--- config.mk ---
export PLATFORM = sky130hd
export DESIGN_NAME = mvau_inp_buf_ctrl
export DESIGN_NICKNAME = d
export VERILOG_FILES = /design/src/rtl/mvau_inp_buf_ctrl.sv
export SDC_FILE = /design/constraint.sdc
export NUM_CORES = 1
export LEC_CHECK = 0
export BUFFER_PORTS_ARGS = -buffer_cell sky130_fd_sc_hd__buf_2
export CAP_MARGIN = 30
export CORE_AREA = 5 5 42 44
export DETAILED_ROUTE_END_ITERATION = 8
export DIE_AREA = 0 0 47 49
export HOLD_SLACK_MARGIN = 0.02
export PLACE_DENSITY_LB_ADDON = 0.25
export SLEW_MARGIN = 15
export SYNTH_ARGS = -nofsm -noshare
export SYNTH_HDL_FRONTEND = slang
export SYNTH_SLANG_ARGS = --single-unit
--- constraint.sdc ---
create_clock -name clk -period 1.4 [get_ports clk]
set_clock_uncertainty 0.1 [all_clocks]
set_input_delay 0.14 -clock clk [delete_from_list [all_inputs] [get_ports clk]]
set_output_delay 0.14 -clock clk [all_outputs]
set_load 0.01 [all_outputs]
--- src/rtl/mvau_inp_buf_ctrl.sv ---
// ---------------------------------------------------------------------------
// mvau_inp_buf_ctrl
//
// Sequencer for the MVAU stream input buffer. Each input vector of SF words
// is accepted from upstream and written into the buffer. In the same cycle it
// is passed through to the PE array. The stored vector is then re-read once
// for every remaining neuron fold (NF-1 passes). Every word delivered to the
// PE array carries accumulator clear/last flags.
//
// Parameters
//   SF        synapse fold: words per input vector (>= 1)
//   NF        neuron fold: passes over each vector (>= 1)
//   BUF_ADDR  buffer address width, max(1, clog2(SF))
//
// Ports
//   clk          clock
//   rst_n        synchronous reset, active HIGH (1 = reset)
//   in_v         upstream word valid
//   in_rdy       upstream ready; a word transfers when in_v & in_rdy
//   out_rdy      PE array enable; a word is issued only while this is 1
//   wr_en        buffer write enable (write-through pass)
//   rd_en        buffer read enable (re-read passes)
//   addr         buffer address, equal to the synapse-fold counter
//   out_v        buffer output word valid (one cycle after the issue)
//   out_sf_clr   with out_v: first word of a dot product
//   out_sf_last  with out_v: last word of a dot product
// ---------------------------------------------------------------------------
module mvau_inp_buf_ctrl #(
  parameter int SF       = 4,
  parameter int NF       = 3,
  parameter int BUF_ADDR = 2
) (
  input  logic                clk,
  input  logic                rst_n,
  input  logic                in_v,
  output logic                in_rdy,
  input  logic                out_rdy,
  output logic                wr_en,
  output logic                rd_en,
  output logic [BUF_ADDR-1:0] addr,
  output logic                out_v,
  output logic                out_sf_clr,
  output logic                out_sf_last
);

  localparam int NF_W = (NF > 1) ? $clog2(NF) : 1;
  localparam logic [BUF_ADDR-1:0] SF_LAST = BUF_ADDR'(SF - 1);
  localparam logic [NF_W-1:0]     NF_LAST = NF_W'(NF - 1);

  // WRITE while nf_cnt is 0, READ otherwise. Kept as its own register so the
  // combinational controls decode one bit instead of comparing nf_cnt.
  typedef enum logic {
    ST_WRITE = 1'b0,
    ST_READ  = 1'b1
  } state_t;

  state_t              state_reg;
  logic [BUF_ADDR-1:0] sf_cnt_reg;
  logic [NF_W-1:0]     nf_cnt_reg;
  logic                out_v_reg;
  logic                out_sf_clr_reg;
  logic                out_sf_last_reg;

  logic                issue;
  logic                sf_at_last;
  logic                nf_at_last;

  assign sf_at_last = (sf_cnt_reg == SF_LAST);
  assign nf_at_last = (nf_cnt_reg == NF_LAST);

  // Buffer controls act in the cycle of the issue, so they are combinational.
  // in_rdy does not look at in_v. While reset is asserted, all controls are
  // forced idle.
  always_comb begin
    in_rdy = 1'b0;
    issue  = 1'b0;
    wr_en  = 1'b0;
    rd_en  = 1'b0;
    addr   = '0;
    if (!rst_n) begin
      in_rdy = (state_reg == ST_WRITE) && out_rdy;
      issue  = out_rdy && ((state_reg == ST_READ) || in_v);
      wr_en  = issue && (state_reg == ST_WRITE);
      rd_en  = issue && (state_reg == ST_READ);
      // addr follows sf_cnt even when there is no issue. This keeps the
      // buffer's registered read data undisturbed.
      addr   = sf_cnt_reg;
    end
  end

  always_ff @(posedge clk) begin
    if (rst_n) begin
      state_reg       <= ST_WRITE;
      sf_cnt_reg      <= '0;
      nf_cnt_reg      <= '0;
      out_v_reg       <= 1'b0;
      out_sf_clr_reg  <= 1'b0;
      out_sf_last_reg <= 1'b0;
    end else begin
      // Flags line up with the buffer's registered output, one cycle after
      // the issue.
      out_v_reg       <= issue;
      out_sf_clr_reg  <= issue && (sf_cnt_reg == '0);
      out_sf_last_reg <= issue && sf_at_last;
      if (issue) begin
        if (sf_at_last) begin
          sf_cnt_reg <= '0;
          if (nf_at_last) begin
            nf_cnt_reg <= '0;
            state_reg  <= ST_WRITE;
          end else begin
            nf_cnt_reg <= nf_cnt_reg + 1'b1;
            state_reg  <= ST_READ;
          end
        end else begin
          sf_cnt_reg <= sf_cnt_reg + 1'b1;
        end
      end
    end
  end

  assign out_v       = out_v_reg;
  assign out_sf_clr  = out_sf_clr_reg;
  assign out_sf_last = out_sf_last_reg;

endmodule
==> impl_metrics.yaml, run 1 <==
outcome:
  status: "completed"
run:
  max_cap_viol_count: 0
timing:
  setup_slack_ps: 68.1
  finalHoldViolations: 0
  worstMarginPinSlew_ps: 214
  relSlewSlack_pct: 85.6
  fin_crit_ps: 1330
  finalCritPeriodShare_pct: 95.1
  rsz0062_at_grt: "no"
  fmax_mhz: 751
  tns_ps: 0
  setup_violations: 0
  finalMaxSlewViolations: 0
global_routing:
  grt_overflow: 0
  grt_pass1_wl_mm: 1.13
  grt_start_max_net_pins: 8
  antenna_found_initial: 0
  grt_pass1_vias: 274
  grt_usage_pct: 7.39
place:
  gp_congestion: 0.725
  dp_slack_ps: 53.3
  port_buffers: 11
  dp_hpwl_um: 579
floorplanning:
  ios: 12
  chipHeight_um: 49
  initial_core_util_pct: 25.3
  die_w_um: 47
  die-area_um2: 2300
  rows: 14
  core_area_um2: 1400
clocking:
  clockBufferDepth: 2
  worstSkewPairLatency_ps: 250
  cts_setup_buffers: 0
  cts_max_level: 1
  cts_resized: 0
  cts_buffers: 3
  cts.sinks: 8
  path_clk_slew_ps: 50
  cts_root_buf: "clkbuf_4"
  hold_buffers: 0
  cts_tree: "done"
drt:
  dr.pass1.iters: 2
  drc: 0
  vias: 306
  routed_via_density: 4.43
  wl_per_cell_um: 10.2
  wirelength_um: 701
  first_iter_violations: 5
  ant_nets: 0
synthesis:
  synth_top_flop_cell: "dfxtp_1"
  synth_seq_cells: 8
  syn-cell-area_um2: 354
  async_flop_share_pct: 0
  syn_nets: 43
  yosysTopAreaCell: "dfxtp_1"
  synthTopCellsByArea: "dfxtp_1 (45%), nor2_1 (7.4%), ha_1 (7.1%), mux2_4 (4.2%), and3_1 (3.5%)"
  synth-edff-count: 0
  synth.avg_cell_area_um2: 9.57
  synth_cell_types: 18
  ys_seq_area_share_pct: 45.2
  synth_top_area_share_pct: 45.2
  synth_cells: 37
  ys.warnings.count: 0
finish:
  layout_common_cells: "buf_2 (11), nor2_1 (7), dfxtp_1 (7)"
  drive_gt1_share_pct: 39.6
  nets: 61
  nFillCells: 158
  insertedDiodeCount: 0
  final_common_cell: "buf_2"
  area_growth_pct: 31.1
setup_path:
  critPathArrivalTime_ps: 1370
  path_cells: "or2_1, and3_1, mux2_4"
  cp_slowest_cell: "dfxtp_2"
  path_class: "reg2reg"
  required_ps: 1440
  max_stage_delay_ps: 340
  startpoint_type: "register"
  worst-path-max-fanout: 6
  crit_path_end_kind: "register"
  rr_worst_depth: 3
power_and_ir_drop:
  power.leakage_nw: 0.232
  cellPowerDensity_nw_per_um2: 990
  ir_drop_mv: 0.364
worst_hold_path:
  hold_class: "in2reg"
  hold_depth: 2
-- power by group --
part | total (W) | internal (W) | switching [W] | leakage, nW
Combinational | 0.0000491 | 0.0000232 | 0.0000259 | 0.153
Clock | 0.000172 | 0.0000978 | 0.0000739 | 0.0138
Sequential | 0.000239 | 0.000235 | 0.00000361 | 0.0655
Total | 0.000459 | 0.000356 | 0.000103 | 0.232
-- critical path, delay by kind of cell (launching register included) --
family	cells	cell delay, ps
flip-flops	1	340
AND/OR/NAND/NOR	2	490
multiplexers	1	300
-- synthesized netlist by cell type (all sizes together), types with 2 or more instances --
library cell,count
dfxtp,8
nor2,7
inv,3
and3,2
ha,2
mux2,2
nor2b,2
nor3,2
-- path summary, 6_finish.rpt --
check	from	end	slack, ps
max reg2reg	state_reg	nf_cnt_reg[0]	70
min reg2reg	sf_cnt_reg[0]	sf_cnt_reg[0]	380
max	state_reg	nf_cnt_reg[0]	70
min	rst_n	state_reg	50
-- per-layer routing --
layer / wire (um) / share of wire (%) / up-vias / track usage (%)
met2: 288 / 41 / 10 / 8.82
met1: 306 / 44 / 130 / 9.01
li1: - / - / 162 / -
met4: 29 / 4.1 / 0 / 6.91
met3: 76 / 11 / 4 / 3.69
met5: 0 / 0 / - / 0
-- metrics by stage --
stage	instances	hold slack, ps	total power [W]	instance area [um2]	utilization, %
3_3_place_gp	66	313	0.000293	440	31.4
2_1_floorplan	37	113	0.000268	354	-
5_1_grt	69	71.0	0.000492	464	33.1
6_report	69	51.6	0.000459	464	33.1
3_5_place_dp	66	315	0.000294	440	31.4
4_1_cts	69	48.7	0.000472	463	33.0
-- cell families after synthesis --
family	count (synthesis)	synth area share [%]
buffers and inverters	4	6.36
AO/OA/AOI/OAI	5	11.3
multiplexers	2	7.42
adder cells (fa/ha/maj)	2	7.07
AND/OR/NAND/NOR	16	22.6
flip-flops	8	45.2
-- cell type report --
| class | count | area [um2] | share of cell area, % |
|---|---|---|---|
| clock buffer | 3 | 22.5 | 4.85 |
| tap | 16 | 20.0 | 4.31 |
| multi-input combinational | 25 | 171 | 36.9 |
| inverter | 3 | 11.3 | 2.43 |
| timing repair buffer | 14 | 77.6 | 16.7 |
| sequential | 8 | 161 | 34.8 |
Power figures use the tool's default switching activity.
==> run 2, diff against run 1 <==
--- a/config.mk
+++ b/config.mk
@@ -12,6 +12,7 @@
 export DIE_AREA = 0 0 47 49
 export HOLD_SLACK_MARGIN = 0.02
 export PLACE_DENSITY_LB_ADDON = 0.25
+export REMOVE_ABC_BUFFERS = 1
 export SLEW_MARGIN = 15
 export SYNTH_ARGS = -nofsm -noshare
 export SYNTH_HDL_FRONTEND = slang
==> impl_metrics.yaml, run 2 (synthesis gave the netlist of run 1 again) <==
floorplanning:
  initial_core_util_pct: 25.3
  die_w_um: 47
  rows: 14
  die-area_um2: 2300
  chipHeight_um: 49
  core_area_um2: 1400
  ios: 12
finish:
  drive_gt1_share_pct: 37.7
  insertedDiodeCount: 0
  nets: 61
  layout_common_cells: "buf_2 (11), dfxtp_1 (8), nor2_1 (7)"
  area_growth_pct: 30.7
  final_cells: 69
  nFillCells: 154
  multi_input_area_um2: 171
  ff_latch_area_um2: 160
  final_common_cell: "buf_2"
  fin_area_um2: 463
place:
  gp_congestion: 0.676
  dp_slack_ps: 61.0
  dp_cells: 66
  port_buffers: 11
  dpl-instance-area_um2: 440
  dp_hpwl_um: 571
clocking:
  cts.sinks: 8
  cts_buffers: 3
  cts_root_buf: "clkbuf_4"
  clockBufferDepth: 2
  cts_resized: 0
  cts_tree: "done"
  path_clk_slew_ps: 50
  cts_max_level: 1
  worstSkewPairLatency_ps: 260
  hold_buffers: 0
  cts_setup_buffers: 0
drt:
  drc: 0
  routed_via_density: 4.54
  wirelength_um: 713
  wl_per_cell_um: 10.3
  vias: 313
  first_iter_violations: 6
  dr.pass1.iters: 2
  ant_nets: 0
power_and_ir_drop:
  clkPwrFrac_pct: 38.9
  ir_drop_mv: 0.279
  intPower_w: 0.000357
  switchingPower_w: 0.000115
  swShare_pct: 24.3
  power.leakage_nw: 0.231
  pwr-share-comb_pct: 10.5
  p_seq_share_pct: 50.6
  cellPowerDensity_nw_per_um2: 1020
timing:
  fmax_mhz: 741
  worstMarginPinSlew_ps: 232
  rsz0062_at_grt: "no"
  tns_ps: 0
  finalCritPeriodShare_pct: 96.5
  relSlewSlack_pct: 84.4
  setup_violations: 0
  fin_crit_ps: 1350
  finalHoldViolations: 0
  setup_slack_ps: 49.7
  holdWs_ps: 46.0
  finalMaxSlewViolations: 0
setup_path:
  crit_path_end_kind: "register"
  crit_path_end: "nf_cnt_reg[0]"
  critPathArrivalTime_ps: 1400
  r2r_slack_ps: 50
  crit_start: "state_reg"
  required_ps: 1450
  startpoint_type: "register"
  rr_worst_depth: 3
  path_class: "reg2reg"
  r2r-start: "state_reg"
  crit-reg2reg-capture: "nf_cnt_reg[0]"
  worst-path-max-fanout: 6
global_routing:
  grt_pass1_vias: 284
  grt_pass1_wl_mm: 1.09
  antenna_found_initial: 0
  grt_start_max_net_pins: 8
  grt_overflow: 0
  grt_usage_pct: 7.33
outcome:
  status: "completed"
worst_hold_path:
  hold_class: "in2reg"
run:
  max_cap_viol_count: 0
## run 2: cell counts in the layout (fill, tap and decap cells not counted)
Identical to the previous run, type by type.
## run 2: worst max-delay path: stages (launching register included)
cell and delay, ps:
dfxtp_1 340, or2_1 260, and3_1 240, mux2_4 300
## run 2: worst min-delay path by stage
stage               startpoint        end  slack (ps)  depth (start not counted)
global route             rst_n  state_reg          50                          2
floorplan                rst_n  state_reg         110                          1
global placement         rst_n  state_reg         320                          2
CTS                      rst_n  state_reg          30                          2
detailed placement       rst_n  state_reg         310                          2
finish                   rst_n  state_reg          50                          2
## run 2: area by class of cell
cell class	instances	share of cell area, %
sequential	8	34.6
tap	16	4.32
multi-input combinational	25	37.0
timing repair buffer	14	16.8
inverter	3	2.43
clock buffer	3	4.86
## run 2: power groups by stage
stage / Clock [W] / Combinational, W / Sequential, W
after floorplan: 0 / 0.0000238 / 0.000244
after global placement: 0 / 0.0000505 / 0.000243
after detailed placement: 0 / 0.0000501 / 0.000244
after CTS: 0.000191 / 0.0000504 / 0.000239
after global routing: 0.000203 / 0.0000560 / 0.000239
final: 0.000183 / 0.0000496 / 0.000239
## run 2: stage by stage
stage | power, W | util, %
after floorplan | 0.000268 | -
after global placement | 0.000294 | 31.4
after detailed placement | 0.000294 | 31.4
after CTS | 0.000480 | 33.0
after global routing | 0.000498 | 33.0
final | 0.000472 | 33.0
## run 2: routing by layer
metal,part of all wire [%],GRT usage [%],up-vias
li1,-,-,160
met1,42,7.28,137
met2,40,9.28,11
met3,11,3.32,5
met4,5.9,9.68,0
met5,0,0,-
==> run 3, diff against run 2 <==
--- a/config.mk
+++ b/config.mk
@@ -7,12 +7,11 @@
 export LEC_CHECK = 0
 export BUFFER_PORTS_ARGS = -buffer_cell sky130_fd_sc_hd__buf_2
 export CAP_MARGIN = 30
-export CORE_AREA = 5 5 42 44
+export CORE_AREA = 2 2 39 41
 export DETAILED_ROUTE_END_ITERATION = 8
-export DIE_AREA = 0 0 47 49
+export DIE_AREA = 0 0 41 43
 export HOLD_SLACK_MARGIN = 0.02
 export PLACE_DENSITY_LB_ADDON = 0.25
-export REMOVE_ABC_BUFFERS = 1
 export SLEW_MARGIN = 15
 export SYNTH_ARGS = -nofsm -noshare
 export SYNTH_HDL_FRONTEND = slang
==> impl_metrics.yaml, run 3 (synthesis gave the netlist of run 1 again) <==
clocking:
  cts_setup_buffers: 0
  worstSkewPairLatency_ps: 250
  path_clk_slew_ps: 50
  cts_root_buf: "clkbuf_4"
  cts_resized: 0
  cts.sinks: 8
  clockBufferDepth: 2
  cts_tree: "done"
  cts_buffers: 3
  cts_max_level: 1
  hold_buffers: 0
power_and_ir_drop:
  power.leakage_nw: 0.226
  ir_drop_mv: 0.449
  cellPowerDensity_nw_per_um2: 1000
finish:
  nets: 60
  area_growth_pct: 28.6
  drive_gt1_share_pct: 36.5
  insertedDiodeCount: 0
  final_common_cell: "buf_2"
  fin_area_um2: 455
  layout_common_cells: "buf_2 (11), dfxtp_1 (8), nor2_1 (7), inv_1 (3), clkbuf_4 (3)"
floorplanning:
  initial_core_util_pct: 25.6
  chipHeight_um: 43
  core_area_um2: 1380
  die_w_um: 41
  rows: 14
  ios: 12
  die-area_um2: 1760
timing:
  finalMaxSlewViolations: 0
  finalCritPeriodShare_pct: 96.8
  rsz0062_at_grt: "no"
  fmax_mhz: 738
  relSlewSlack_pct: 83.7
  setup_violations: 0
  worstMarginPinSlew_ps: 243
  finalHoldViolations: 0
  fin_crit_ps: 1360
  tns_ps: 0
drt:
  dr.pass1.iters: 4
  met2WireLength_um: 260
  met3_length_um: 45
  routed_via_density: 4.34
  ant_nets: 0
  top_layer_used: "met4"
  wirelength_um: 652
  vias: 295
  wl_per_cell_um: 9.59
  wl_met1_um: 334
  first_iter_violations: 5
  drc: 0
setup_path:
  startpoint_type: "register"
  required_ps: 1430
  cp_slowest_cell: "dfxtp_1"
  path_class: "reg2reg"
  critPathArrivalTime_ps: 1390
  max_stage_delay_ps: 340
  crit_path_end_kind: "register"
  worst-path-max-fanout: 6
  r2r_slack_ps: 40
  path_cells: "or2_1, and3_1, mux2_4"
outcome:
  status: "completed"
global_routing:
  grt_usage_pct: 9.82
  grt_overflow: 0
  grt_pass1_wl_mm: 1.10
  grt_start_max_net_pins: 8
  antenna_found_initial: 0
  grt_pass1_vias: 272
place:
  gp_congestion: 0.676
  port_buffers: 11
  dpl-instance-area_um2: 433
  dp_hpwl_um: 538
worst_hold_path:
  hold_class: "in2reg"
run:
  max_cap_viol_count: 0
-- run 3: cell count changes in the layout (fill, tap and decap cells not counted), sizes merged --
cell | before | now
buf | 14 | 13
-- run 3: layout make-up --
type                            count  area, um2
Clock buffer                        3       22.5
Timing Repair Buffer               13       70.1
Fill cell                         147        928
Tap cell                           16       20.0
Multi-Input combinational cell     25        171
Inverter                            3       11.3
Sequential cell                     8        160
-- run 3: final timing paths --
kind / start / endpoint / cells past startpoint
worst max register to register: state_reg / nf_cnt_reg[0] / 3
worst max-delay path: state_reg / nf_cnt_reg[0] / 3
worst min register to register: sf_cnt_reg[0] / sf_cnt_reg[0] / 1
worst min-delay path: rst_n / state_reg / 2
-- run 3: worst max-delay path, delay by kind of cell, from the launching register on --
| family | cells | cell delay, ps |
|---|---|---|
| and+or+nand+nor | 2 | 500 |
| muxes | 1 | 300 |
| DFF | 1 | 340 |
-- run 3: where the power goes --
group,switching [W],total [W],leakage [nW],internal (W)
clock network,0.0000730,0.000171,0.0138,0.0000977
registers,0.00000358,0.000239,0.0650,0.000235
logic,0.0000250,0.0000468,0.147,0.0000218
-- run 3: stage by stage --
| step | hold slack (ps) | instances | util (%) | total power (W) | worst slack (ps) |
|---|---|---|---|---|---|
| detailed placement | 330 | 65 | 31.3 | 0.000291 | 62.9 |
| global route | 73.3 | 68 | 32.9 | 0.000489 | 10.7 |
| finish | 61.1 | 68 | 32.9 | 0.000456 | 44.8 |
| global placement | 331 | 65 | 31.3 | 0.000291 | 77.6 |
| CTS | 60.7 | 68 | 32.9 | 0.000469 | 55.7 |
| floorplan | 113 | 37 | - | 0.000268 | 43.3 |
-- run 3: metal layers --
layer,global-route usage [%],up-vias
met5,0,-
met4,6.00,0
met3,6.28,2
met2,13.1,12
met1,11.2,121
li1,-,160
